[config.mk]
export PLATFORM = sky130hd
export DESIGN_NAME = car_sprite_render
export DESIGN_NICKNAME = d
export VERILOG_FILES = /design/src/rtl/car_sprite_pkg.sv /design/src/rtl/car_sprite_regs.sv /design/src/rtl/car_sprite_render.sv
export SDC_FILE = /design/constraint.sdc
export NUM_CORES = 1
export LEC_CHECK = 0
export ABC_AREA = 1
export ABC_CLOCK_PERIOD_IN_PS = 17500
export CORE_MARGIN = 3
export CORE_UTILIZATION = 55
export CTS_CLUSTER_SIZE = 25
export DETAILED_ROUTE_END_ITERATION = 16
export GPL_TIMING_DRIVEN = 0
export MAX_ROUTING_LAYER = met4
export PLACE_DENSITY = 0.8
export SKIP_CTS_REPAIR_TIMING = 1
export SLEW_MARGIN = 40
export SYNTH_ARGS = -nofsm -noshare
export SYNTH_HDL_FRONTEND = slang
export SYNTH_SLANG_ARGS = --single-unit
[constraint.sdc]
create_clock -name i_clk -period 17.5 [get_ports i_clk]
set_clock_uncertainty 0.05 [all_clocks]
set_input_delay 3.5 -clock i_clk [delete_from_list [all_inputs] [get_ports i_clk]]
set_output_delay 3.5 -clock i_clk [all_outputs]
set_load 0.03 [all_outputs]
[src/rtl/car_sprite_pkg.sv]
// Shared register map, control-field layout and reset constants for the car sprite renderer.
package car_sprite_pkg;

   typedef enum logic [1:0] {
      REG_X      = 2'd0,
      REG_Y      = 2'd1,
      REG_CTRL   = 2'd2,
      REG_CHROMA = 2'd3
   } reg_sel_e;

   localparam int SPR_DIM = 32;
   localparam logic [11:0] DEFAULT_CHROMA = 12'hF0F;

   localparam int CTRL_ENABLE = 0;
   localparam int CTRL_MIRROR = 1;
   localparam int CTRL_BLINK  = 2;

   typedef struct packed {
      logic blink_en;
      logic mirror;
      logic enable;
   } ctrl_t;

endpackage

[src/rtl/car_sprite_regs.sv]
// Shadow/active sprite registers committed on frame_start, plus the 6-bit blink counter.
// Writes are accepted every cycle; there is no backpressure on the register port.
module car_sprite_regs
   import car_sprite_pkg::*;
#(
   parameter int CD = 12,
   parameter int XW = 11,
   parameter int YW = 11
)(
   input  logic          i_clk,
   input  logic          i_reset,
   input  logic          i_frame_start,
   input  logic          i_wr_en,
   input  logic [1:0]    i_wr_addr,
   input  logic [15:0]   i_wr_data,
   output logic [XW-1:0] o_x_pos,
   output logic [YW-1:0] o_y_pos,
   output logic          o_mirror,
   output logic          o_enable,
   output logic          o_hide,
   output logic [CD-1:0] o_chroma
);

   logic [XW-1:0] r_sh_x;
   logic [YW-1:0] r_sh_y;
   ctrl_t         r_sh_ctrl;
   logic [CD-1:0] r_sh_chroma;

   logic [XW-1:0] r_act_x;
   logic [YW-1:0] r_act_y;
   ctrl_t         r_act_ctrl;
   logic [CD-1:0] r_act_chroma;

   logic [5:0]    r_blink_cnt;
   logic          w_unused_wr_bits;

   assign w_unused_wr_bits = &{1'b0, i_wr_data};

   always_ff @(posedge i_clk or posedge i_reset) begin
      if (i_reset) begin
         r_sh_x      <= '0;
         r_sh_y      <= '0;
         r_sh_ctrl   <= '0;
         r_sh_chroma <= CD'(DEFAULT_CHROMA);
      end else if (i_wr_en) begin
         case (i_wr_addr)
            REG_X:      r_sh_x      <= i_wr_data[XW-1:0];
            REG_Y:      r_sh_y      <= i_wr_data[YW-1:0];
            REG_CTRL:   r_sh_ctrl   <= '{blink_en: i_wr_data[CTRL_BLINK],
                                         mirror:   i_wr_data[CTRL_MIRROR],
                                         enable:   i_wr_data[CTRL_ENABLE]};
            REG_CHROMA: r_sh_chroma <= i_wr_data[CD-1:0];
            default: ;
         endcase
      end
   end

   // Active copies sample the shadow before this edge's write lands, so a
   // write coinciding with frame_start waits for the following frame.
   always_ff @(posedge i_clk or posedge i_reset) begin
      if (i_reset) begin
         r_act_x      <= '0;
         r_act_y      <= '0;
         r_act_ctrl   <= '0;
         r_act_chroma <= CD'(DEFAULT_CHROMA);
         r_blink_cnt  <= '0;
      end else if (i_frame_start) begin
         r_act_x      <= r_sh_x;
         r_act_y      <= r_sh_y;
         r_act_ctrl   <= r_sh_ctrl;
         r_act_chroma <= r_sh_chroma;
         r_blink_cnt  <= r_blink_cnt + 6'd1;
      end
   end

   assign o_x_pos  = r_act_x;
   assign o_y_pos  = r_act_y;
   assign o_mirror = r_act_ctrl.mirror;
   assign o_enable = r_act_ctrl.enable;
   assign o_hide   = r_act_ctrl.blink_en & r_blink_cnt[5];
   assign o_chroma = r_act_chroma;

endmodule

[src/rtl/car_sprite_render.sv]
// Car sprite renderer: pixel x/y in cycle n -> sprite colour/hit valid in cycle n+2.
// Fixed pipeline, one pixel per clock, never stalls and applies no backpressure.
module car_sprite_render
   import car_sprite_pkg::*;
#(
   parameter int CD       = 12,
   parameter int SPR_BITS = 5,
   parameter int XW       = 11,
   parameter int YW       = 11
)(
   input  logic                  i_clk,
   input  logic                  i_reset,
   input  logic [XW-1:0]         i_x,
   input  logic [YW-1:0]         i_y,
   input  logic                  i_frame_start,
   input  logic                  i_wr_en,
   input  logic [1:0]            i_wr_addr,
   input  logic [15:0]           i_wr_data,
   output logic [2*SPR_BITS-1:0] o_ram_addr,
   input  logic [CD-1:0]         i_ram_dout,
   output logic [CD-1:0]         o_spr_rgb,
   output logic                  o_spr_hit
);

   logic [XW-1:0]         w_x_pos;
   logic [YW-1:0]         w_y_pos;
   logic                  w_mirror;
   logic                  w_enable;
   logic                  w_hide;
   logic [CD-1:0]         w_chroma;

   logic [XW:0]           w_dx;
   logic [YW:0]           w_dy;
   logic                  w_in_box;
   logic [SPR_BITS-1:0]   w_col;
   logic [2*SPR_BITS-1:0] w_ram_addr;
   logic                  w_hit;

   logic [2*SPR_BITS-1:0] r_addr_hold;
   logic                  r_vis;
   logic                  r_spr_hit;
   logic [CD-1:0]         r_spr_rgb;

   car_sprite_regs #(
      .CD (CD),
      .XW (XW),
      .YW (YW)
   ) u_regs (
      .i_clk         (i_clk),
      .i_reset       (i_reset),
      .i_frame_start (i_frame_start),
      .i_wr_en       (i_wr_en),
      .i_wr_addr     (i_wr_addr),
      .i_wr_data     (i_wr_data),
      .o_x_pos       (w_x_pos),
      .o_y_pos       (w_y_pos),
      .o_mirror      (w_mirror),
      .o_enable      (w_enable),
      .o_hide        (w_hide),
      .o_chroma      (w_chroma)
   );

   // Top bit of each difference is its sign; the box test is "all bits above
   // the sprite index are zero", which also rejects negative and wrapped offsets.
   assign w_dx     = {1'b0, i_x} - {1'b0, w_x_pos};
   assign w_dy     = {1'b0, i_y} - {1'b0, w_y_pos};
   assign w_in_box = (w_dx[XW:SPR_BITS] == '0) && (w_dy[YW:SPR_BITS] == '0);

   assign w_col      = w_mirror ? ~w_dx[SPR_BITS-1:0] : w_dx[SPR_BITS-1:0];
   assign w_ram_addr = i_reset  ? '0
                     : w_in_box ? {w_dy[SPR_BITS-1:0], w_col}
                     :            r_addr_hold;
   assign o_ram_addr = w_ram_addr;

   assign w_hit = r_vis & (i_ram_dout != w_chroma);

   always_ff @(posedge i_clk or posedge i_reset) begin
      if (i_reset) begin
         r_addr_hold <= '0;
         r_vis       <= 1'b0;
         r_spr_hit   <= 1'b0;
         r_spr_rgb   <= '0;
      end else begin
         r_addr_hold <= w_ram_addr;
         r_vis       <= w_in_box & w_enable & ~w_hide;
         r_spr_hit   <= w_hit;
         r_spr_rgb   <= w_hit ? i_ram_dout : '0;
      end
   end

   assign o_spr_hit = r_spr_hit;
   assign o_spr_rgb = r_spr_rgb;

endmodule

==> impl_results.md, run 1 <==
- Post-Syn Instances: around 700
- Critical Path Sink Type: output pin
- Crit-path max cell delay: around 0.70 ns
- Met1 WL: around 5600 um
- Final Total Pwr: around 660 uW
- H-tree levels: 3
- Area of the die: roughly 11000 um2
- Final setup TNS: 0 ns
- Inserted Clock Buffers: 9
- First-pass GRT wire length: about 21000 um
- Top FF cell, synth: dfrtp_1
- DIE WIDTH: 107 um
- Clk Latency, worst-skew pair: between 0.3 and 0.4 ns
- CP required: roughly 14 ns
- Vias per std cell: ~5.1
- Commonest non-fill, non-tap cell in the layout: nand2_1
- Pin count of the biggest net entering global routing: 41
- Final setup vio count: 0
- Critical path type: in -> out
- Synth Area in Compound Gates: 0.0670
- I/O Buffers: 73
- Initial core utilization: 0.570
- Root buffer cell: clkbuf_8
- Mux cell area share after synthesis: 0.0300
- Fmax: about 98 MHz
- XOR/XNOR Fraction of Synth Area: 0.0389
- CTS Sinks: between 100 and 150
- Power density over cell area: between 90 and 100 nW/um2
- Area growth from synthesis to final layout: 21.4%
- Simple-gate share of the synthesized area: 0.251
- I/O pin cnt: 79
- Post-Syn Area: ~5600 um2
- Worst VDD drop: between 0.00006 and 0.00007 V
- FP Rows: 36
- Worst path bufs/invs: 5
- Crit path max fanout: 10
- Die Ht: ~110 um
- DRC: 0
- Met3 wire len: ~800 um
- Fin util: 0.692
- FFs w/ async S/R, synth: 1.00
- Number of routed nets with antenna violations: 0
- Synth warnings: 0
- Share of layout cells above drive strength 1: 0.100
- Least-Margin Pin Slew: just under 0.7 ns
- Clock transition at path regs: 0.10 ns
- Pre-Repair DR Iteration Count: 5
- RSZ-0062 raised after global routing: no
- Net Count, Synth: 768
- Initial detailed-routing violation count: 243
- Clk buf depth: 2
- Vias in the first global route: ~4.4k
- Max-cap violations: 0
- Nets@finish: approximately 860
- Synth unique cells: 30
- Max-slew violations: 0
- Initial antenna violation count: 0
- Post-route insts no fill: about 900
- Adder-Cell Fraction of Synth Area: 0.0583
- Vias post-DR: 4613
- Tcrit/Tclk final: 0.584
- WP data arrival: ~6.7 ns
- Mean Syn Cell Area: around 8.2 um2
- Largest family of logic cells by synthesized area: simple AND/OR/NAND/NOR gates
- WL per Instance: 13.9 um
- Most common cell on crit path: nand2_1
- Cells along the critical path: clkdlybuf4s50_1 -> inv_1 -> ha_1 -> inv_1 -> fa_1 -> nand2_1 -> nand2_1 -> nand3_1 -> nand2_1 -> nand2_1 -> nand2_1 -> nor2_4 -> nand3_4 -> nor2_8 -> nand3_4 -> nand2_1 -> inv_1 -> nor2_1 -> clkdlybuf4s50_1
- CP max stage cell: clkdlybuf4s50_1
- Core area: roughly 9900 um2
- Placed cells: roughly 900
- Pleak: about 3.5 nW
- Footprint of the multi-input gates: around 2500 um2
- CTS tree: yes
- Placer Congestion: a little over 0.9
- Dpl hpwl: around 10000 um
- Routed wl met2: slightly above 6000 um
- Total Routing Usage GR: 0.239
- ANT cells: 0
- CP top delay family: simple AND/OR/NAND/NOR gates
- Sequential Area: approximately 2600 um2
- Routed WL: between 10000 and 15000 um
- EDFF count, synth: 0
- Post-route minimum period: between 10 and 15 ns
- Highest metal used: met4
- Run status: completed
- Synth Register Bits: ~100
- Fillcell total: 763
- Final hold vios: 0
- HP Class: reg -> reg
- Total gr overflow: 0
- Startpoint type of the worst setup path: input port
- Most frequent cells in the layout: 188 x nand2_1, 113 x inv_1, 88 x dfrtp_1, 73 x clkdlybuf4s50_1, 63 x o21ai_0
- Register area share after synthesis: 0.466
- Headroom to the max-slew limit: 0.540
==> kinds of logic (layout without fill, tap and decap cells) <==
group                    Yosys count  in the layout
adder cells (fa/ha/maj)           25             25
multiplexers                      15             15
buffers and inverters            132            225
XOR/XNOR                          25             25
flip-flops                       104            104
AO/OA/AOI/OAI                     73             73
AND/OR/NAND/NOR                  313            313
==> cell usage after synthesis (15+ instances only) <==
master    number  area [um2]
nor2_1        50         188
xor2_1        19         166
dfrtp_1       88        2200
o21ai_0       63         315
mux2_2        15         169
nand2_1      188         706
inv_1        113         424
nand4_1       16         100
nand3_1       28         140
dfstp_2       16         420
ha_1          23         288
clkbuf_1      15        56.3
==> state kept, by name, summed over array words and instances, names as in the netlist <==
register,count
r_vis,1
u_regs.r_sh_y,11
u_regs.o_enable,1
u_regs.r_blink_cnt,6
r_addr_hold,10
u_regs.r_sh_x,11
u_regs.o_chroma,12
u_regs.r_sh_ctrl,3
u_regs.o_y_pos,11
o_spr_hit,1
u_regs.o_mirror,1
u_regs.r_sh_chroma,12
u_regs.o_x_pos,11
u_regs.r_act_ctrl,1
o_spr_rgb,12
==> power by group <==
group | total [mW] | internal [mW] | switching, mW
logic | 0.204 | 0.0821 | 0.122
clock network | 0.153 | 0.0677 | 0.0857
registers | 0.302 | 0.281 | 0.0210
total | 0.659 | 0.431 | 0.229
==> worst paths after layout <==
| path | startpoint | cells past startpoint | slack (ns) | end |
|---|---|---|---|---|
| max | i_x[0] | 19 | 7.28 | o_ram_addr[6] |
| min | u_regs.r_sh_chroma[5] | 2 | 0.44 | u_regs.r_sh_chroma[5] |
| max reg2reg | u_regs.o_x_pos[0] | 16 | 14.97 | r_addr_hold[7] |
| min reg2reg | u_regs.r_sh_chroma[5] | 2 | 0.44 | u_regs.r_sh_chroma[5] |
| max in group asynchronous | i_reset | 6 | 13.25 | u_regs.o_x_pos[4] |
| min in group asynchronous | i_reset | 3 | 3.37 | r_addr_hold[8] |
==> stage by stage <==
step | instance area (um2) | setup WS, ns | hold WS [ns]
6_report | 6830 | 7.28 | 0.444
5_1_grt | 6830 | 7.00 | 0.460
4_1_cts | 6830 | 7.26 | 0.446
3_5_place_dp | 6630 | 7.27 | 0.424
3_3_place_gp | 6520 | 4.69 | 0.412
2_1_floorplan | 5620 | 6.52 | 0.398
==> metal layers <==
| layer | up-vias | track usage |
|---|---|---|
| met5 | - | - |
| met1 | 2137 | 0.323 |
| met3 | 22 | 0.0355 |
| met4 | 0 | 0.0721 |
| met2 | 140 | 0.377 |
| li1 | 2314 | - |
==> tightest hold or removal path, delay by kind of cell, from the launching register on <==
| kind | cells | cell delay, ns |
|---|---|---|
| flip-flops | 1 | 0.35 |
| AO/OA/AOI/OAI | 1 | 0.06 |
| AND/OR/NAND/NOR | 1 | 0.05 |
==> final cells by class <==
type | count | share of cell area
Clock buffer | 9 | 0.0181
Inverter | 116 | 0.0638
Timing Repair Buffer | 77 | 0.122
Sequential cell | 104 | 0.384
Multi-Input combinational cell | 451 | 0.367
Buffer | 16 | 0.00935
Clock inverter | 7 | 0.0112
Tap cell | 133 | 0.0244
No activity file was read; power rests on OpenSTA's default activity.
==> inputs of run 2 (changes only) <==
ABC_CLOCK_PERIOD_IN_PS = 10700   (was 17500)
clock period = 10.7 ns   (was 17.5 ns; I/O delays follow)
==> results of run 2 <==
The final DEF is identical to that of run 1. Status: completed.
Among the figures that moved: setup slack after placement 7.27 ns -> 3.19 ns; setup slack after layout 7.28 ns -> 3.20 ns; register-to-register setup slack 14.97 ns -> 8.17 ns; total power 0.659 mW -> 1.08 mW; worst IR drop on VDD 0.0000612 V -> 0.000100 V
